`config.mk`:
```
export PLATFORM = sky130hd
export DESIGN_NAME = cla_addsub_pipe
export DESIGN_NICKNAME = d
export VERILOG_FILES = /design/src/rtl/cla_addsub_pipe.sv
export SDC_FILE = /design/constraint.sdc
export NUM_CORES = 1
export LEC_CHECK = 0
export CAP_MARGIN = 20
export CORE_UTILIZATION = 56
export CTS_BUF_LIST = sky130_fd_sc_hd__clkbuf_2 sky130_fd_sc_hd__clkbuf_4 sky130_fd_sc_hd__clkbuf_8
export CTS_CLUSTER_SIZE = 20
export DETAILED_ROUTE_END_ITERATION = 8
export PLACE_DENSITY_LB_ADDON = 0.12
export SLEW_MARGIN = 10
export SYNTH_ARGS = -nofsm -noshare
export SYNTH_HDL_FRONTEND = slang
export SYNTH_SLANG_ARGS = --single-unit
export TNS_END_PERCENT = 30
```
`constraint.sdc`:
```
create_clock -name clk -period 9 [get_ports clk]
set_input_delay 1.35 -clock clk [delete_from_list [all_inputs] [get_ports clk]]
set_output_delay 1.35 -clock clk [all_outputs]
set_load 0.005 [all_outputs]
```
`src/rtl/cla_addsub_pipe.sv`:
```
// Two-stage pipelined carry-lookahead adder/subtractor with valid/ready.
// Optional saturation on signed overflow: define ADDSUB_SAT_EN.
module cla_addsub_pipe #(
    parameter int WIDTH = 32,
    parameter int GRP   = 4
) (
    input  logic             clk,
    input  logic             rst,
    input  logic             in_valid,
    output logic             in_ready,
    input  logic [WIDTH-1:0] in_a,
    input  logic [WIDTH-1:0] in_b,
    input  logic             in_sub,
    output logic             out_valid,
    input  logic             out_ready,
    output logic [WIDTH-1:0] out_sum,
    output logic             out_cout,
    output logic             out_ovf,
    output logic             out_zero
);

    localparam int L = WIDTH / 2;

    // Half-width adder built from GRP-wide lookahead groups; returns {cout, sum}.
    function automatic logic [L:0] cla_add(
        input logic [L-1:0] a,
        input logic [L-1:0] b,
        input logic         cin
    );
        logic [L-1:0] g;
        logic [L-1:0] p;
        logic [L:0]   c;
        logic         gg;
        logic         gp;
        logic         cg;
        g    = a & b;
        p    = a ^ b;
        c    = '0;
        c[0] = cin;
        for (int k = 0; k < L / GRP; k++) begin
            cg = c[k*GRP];
            gg = 1'b0;
            gp = 1'b1;
            for (int j = 0; j < GRP; j++) begin
                gg = g[k*GRP+j] | (p[k*GRP+j] & gg);
                gp = gp & p[k*GRP+j];
                c[k*GRP+j+1] = gg | (gp & cg);
            end
        end
        return {c[L], p ^ c[L-1:0]};
    endfunction

    logic         s1_valid;
    logic [L-1:0] s1_slo;
    logic         s1_clo;
    logic [L-1:0] s1_ahi;
    logic [L-1:0] s1_bhi;

    logic             adv2;
    logic             accept;
    logic [WIDTH-1:0] bx;
    logic [L:0]       lo_res;
    logic [L:0]       hi_res;
    logic [WIDTH-1:0] sum_w;
    logic [WIDTH-1:0] sum_f;
    logic             ovf_w;

    assign adv2     = ~out_valid | out_ready;
    assign in_ready = ~s1_valid | adv2;
    assign accept   = in_valid & in_ready;

    // Stage 1 operand conditioning and low-half add.
    always_comb begin
        bx     = in_sub ? ~in_b : in_b;
        lo_res = cla_add(in_a[L-1:0], bx[L-1:0], in_sub);
    end

    // Stage 2 high-half add, flags and optional saturation.
    always_comb begin
        hi_res = cla_add(s1_ahi, s1_bhi, s1_clo);
        sum_w  = {hi_res[L-1:0], s1_slo};
        ovf_w  = (s1_ahi[L-1] == s1_bhi[L-1]) &
                 (hi_res[L-1] != s1_ahi[L-1]);
`ifdef ADDSUB_SAT_EN
        if (ovf_w)
            sum_f = s1_ahi[L-1] ? {1'b1, {(WIDTH-1){1'b0}}}
                                : {1'b0, {(WIDTH-1){1'b1}}};
        else
            sum_f = sum_w;
`else
        sum_f = sum_w;
`endif
    end

    // Stage 1 register: loads on accept, empties when drained into stage 2.
    always_ff @(posedge clk or posedge rst) begin
        if (rst) begin
            s1_valid <= 1'b0;
            s1_slo   <= '0;
            s1_clo   <= 1'b0;
            s1_ahi   <= '0;
            s1_bhi   <= '0;
        end else if (in_ready) begin
            s1_valid <= in_valid;
            if (accept) begin
                s1_slo <= lo_res[L-1:0];
                s1_clo <= lo_res[L];
                s1_ahi <= in_a[WIDTH-1:L];
                s1_bhi <= bx[WIDTH-1:L];
            end
        end
    end

    // Output register: advances when empty or consumed, holds on stall.
    always_ff @(posedge clk or posedge rst) begin
        if (rst) begin
            out_valid <= 1'b0;
            out_sum   <= '0;
            out_cout  <= 1'b0;
            out_ovf   <= 1'b0;
            out_zero  <= 1'b0;
        end else if (adv2) begin
            out_valid <= s1_valid;
            if (s1_valid) begin
                out_sum  <= sum_f;
                out_cout <= hi_res[L];
                out_ovf  <= ovf_w;
                out_zero <= (sum_f == '0);
            end
        end
    end

endmodule

```
==> reports/metrics.yaml <==
path_class: "in -> reg"
finalWirelength_mm: 10.3
synth_top_family_by_area: "compound AO/OA/AOI/OAI gates"
hpwl_mm: 7.45
synth_edf_count: 0
finalSetupTns_ps: 0
rows: 33
utilization_pct: 75.2
drive_gt1_share_pct: 12.9
clkPwrFrac_pct: 21.1
skew_ps: 11.7
fin_area_um2: 6270
outcome: "complete, no violations"
die-area_um2: 9120
grt_overflow: 0
yosys.area_share.xor_xnor_pct: 9.31
tritoncts: "yes"
pwr-share-comb_pct: 39.2
cpMostUsedCell: "o31a_1"
synth.mux.area_fraction_pct: 8.92
vias: 3600
syn_inst: 450
crit_arrival_ps: 4460
drc_errors: 0
syn_area_um2: 4890
ys.flop_type: "dfrtp_1"
ir_worst_vdd_mv: 0.102
max-cap-violations: 0
root_buffer: "clkbuf_8"
io_pins: 106
crit_required_ps: 9260
yosys_warnings: 0
r2r_slack_ps: 4990
hold_slack_ps: 488
die_x_um: 95.5
hold_viol: 0
holdBufCountCts: 0
first_pass_iters: 4
relSlewSlack_pct: 31.8
finalNetCount: 660
postCtsSetupBuffers: 0
max_stage_delay_ps: 760
portBuffers: 105
n_fill_cell: 616
cp-start-kind: "input port"
min_period_ps: 4210
grt_pass1_vias: 3582
rsz0062_at_grt: "false"
grt_antenna_before_repair: 0
path_max_fanout: 36
p_leak_nw: 2.73
syn_area_per_cell_um2: 10.9
initial_core_util_pct: 58.7
clock_latency_ps: 370
htreeDepth: 3
crit_chain: "buf_2 > xor2_1 > ha_1 > a211o_1 > a2111o_1 > nand2_2 > o2111ai_1 > and3_1 > o31a_1 > o31a_1"
diodes: 0
async_flop_share_pct: 100
clock_sinks: 86
synth_top_area_cell: "dfrtp_1"
die_h_um: 95.5
syn_nets: 558
switching_share_pct: 32.1
cp_slowest_cell: "buf_2"
switchingPower_uw: 463
synth_commonest_cells: "dfrtp_1 (86), nand2_1 (55), mux2_2 (37), o21ai_0 (37), ha_1 (32)"
yosysMostFrequentCell: "dfrtp_1"
internal_power_uw: 980
synthDistinctLibCells: 55
power_density_nw_per_um2: 230
max_freq_mhz: 238
power_frac_seq_pct: 39.8
place_area_um2: 6020
initialDrtViolationCount: 85
synth-simple-area-share_pct: 10.2
cts_buffers: 9
report.final.slew_viol_count: 0
synth_seq_area_share_pct: 44.0
cts_resized: 0
clk_path_buf_depth: 2
area_delta_synth_final_pct: 28.2
synth_fa_ha_area_share_pct: 11.0
ant_nets: 0
synth_top_area_share_pct: 44.0
track_usage_pct: 24.3
cp-end-kind: "flip-flop"
tightest_slew_ps: 1020
core-area_um2: 8340
vias_per_cell: 5.44
setup_viol: 0
clk_pin_slew_ps: 90
hold_path.class: "reg -> reg"
ys_ff_latch: 86
synth_compound_area_share_pct: 13.8
finalCritPeriodShare_pct: 46.8
synth_area_leaders: "dfrtp_1 (44%), mux2_2 (8.5%), ha_1 (8.2%), xor2_1 (5.4%), nand2_1 (4.2%)"
place_congestion: 0.880
grt_pass1_wl_mm: 16.6
grt_max_degree: 87
wire_per_inst_um: 15.5
==> final cells by class <==
cell class                 count  area [um^2]  share of cell area [%]
clock buffer                  10          138                    2.19
sequential                    86         2150                    34.3
multi-input combinational    330         2610                    41.6
timing repair buffer         108         1090                    17.4
clock inverter                 6         85.1                    1.36
inverter                      17         65.1                    1.04
tap                          105          131                    2.09
==> registers in the layout, indices dropped and copies added (netlist names), 16 cells and up <==
register / flops
s1_ahi: 16
s1_slo: 16
out_sum: 32
s1_bhi: 16
==> worst max-delay path: cells and delay by family <==
family / cells / cell delay, ps
AO/OA/AOI/OAI: 5 / 1480
buffers and inverters: 1 / 760
adder cells (fa/ha/maj): 1 / 380
AND/OR/NAND/NOR: 2 / 310
XOR/XNOR: 1 / 160
==> cell families after synthesis <==
| group | Yosys count |
|---|---|
| muxes | 39 |
| DFF | 86 |
| xor gates and xnor gates | 52 |
| and+or+nand+nor | 108 |
| adders and majority gates | 39 |
| AOI/OAI and AO/OA | 92 |
| buffers and inverters | 34 |
==> metal layers <==
metal  GRT usage [%]  vias to the layer above  part of all wire, %
met5               0                        -                    0
met4            8.21                        0                  1.5
met3            4.78                       13                  4.7
met2            41.7                       96                   50
met1            30.6                     1713                   44
li1                -                     1778                    -
==> through the flow <==
stage	worst slack, ps	cells	power (mW)
2_1_floorplan	4870	450	0.889
3_3_place_gp	4470	645	1.12
3_5_place_dp	4410	645	1.15
4_1_cts	4800	661	1.45
5_1_grt	4650	662	1.54
6_report	4790	662	1.44
==> layout by cell type (no fill, tap or decap), types with 4 or more instances in the layout <==
| cell type | netlist | routed |
|---|---|---|
| a21oi_1 | 11 | 11 |
| inv_1 | 17 | 16 |
| o21ai_0 | 37 | 37 |
| nand2b_1 | 5 | 5 |
| clkbuf_8 | 0 | 10 |
| ha_1 | 32 | 32 |
| o21ai_1 | 4 | 4 |
| nand2_1 | 55 | 53 |
| o31a_1 | 4 | 4 |
| mux2_2 | 37 | 37 |
| nor4_1 | 6 | 6 |
| fa_1 | 7 | 7 |
| nor2_1 | 15 | 15 |
| dfrtp_1 | 86 | 86 |
| xor2_1 | 30 | 30 |
| clkdlybuf4s50_1 | 0 | 104 |
| nand3_1 | 5 | 5 |
| xnor2_1 | 22 | 22 |
| a21o_1 | 4 | 4 |
| nor3_1 | 4 | 4 |
==> power groups by stage <==
stage / clock [mW] / combinational, mW / sequential, mW
floorplan: 0 / 0.324 / 0.565
global placement: 0 / 0.547 / 0.577
detailed placement: 0 / 0.565 / 0.582
CTS: 0.309 / 0.570 / 0.575
global route: 0.328 / 0.624 / 0.589
finish: 0.304 / 0.565 / 0.574
==> final timing paths <==
kind / startpoint / end / depth (start not counted)
worst max-delay path: in_sub / s1_clo / 10
worst min-delay path: out_sum[23] / out_sum[23] / 2
worst max register to register: s1_ahi[0] / out_zero / 12
worst min register to register: out_sum[23] / out_sum[23] / 2
max in group asynchronous: rst / out_sum[9] / 4
min in group asynchronous: rst / s1_bhi[13] / 3
(Power assumes the default switching activity.)
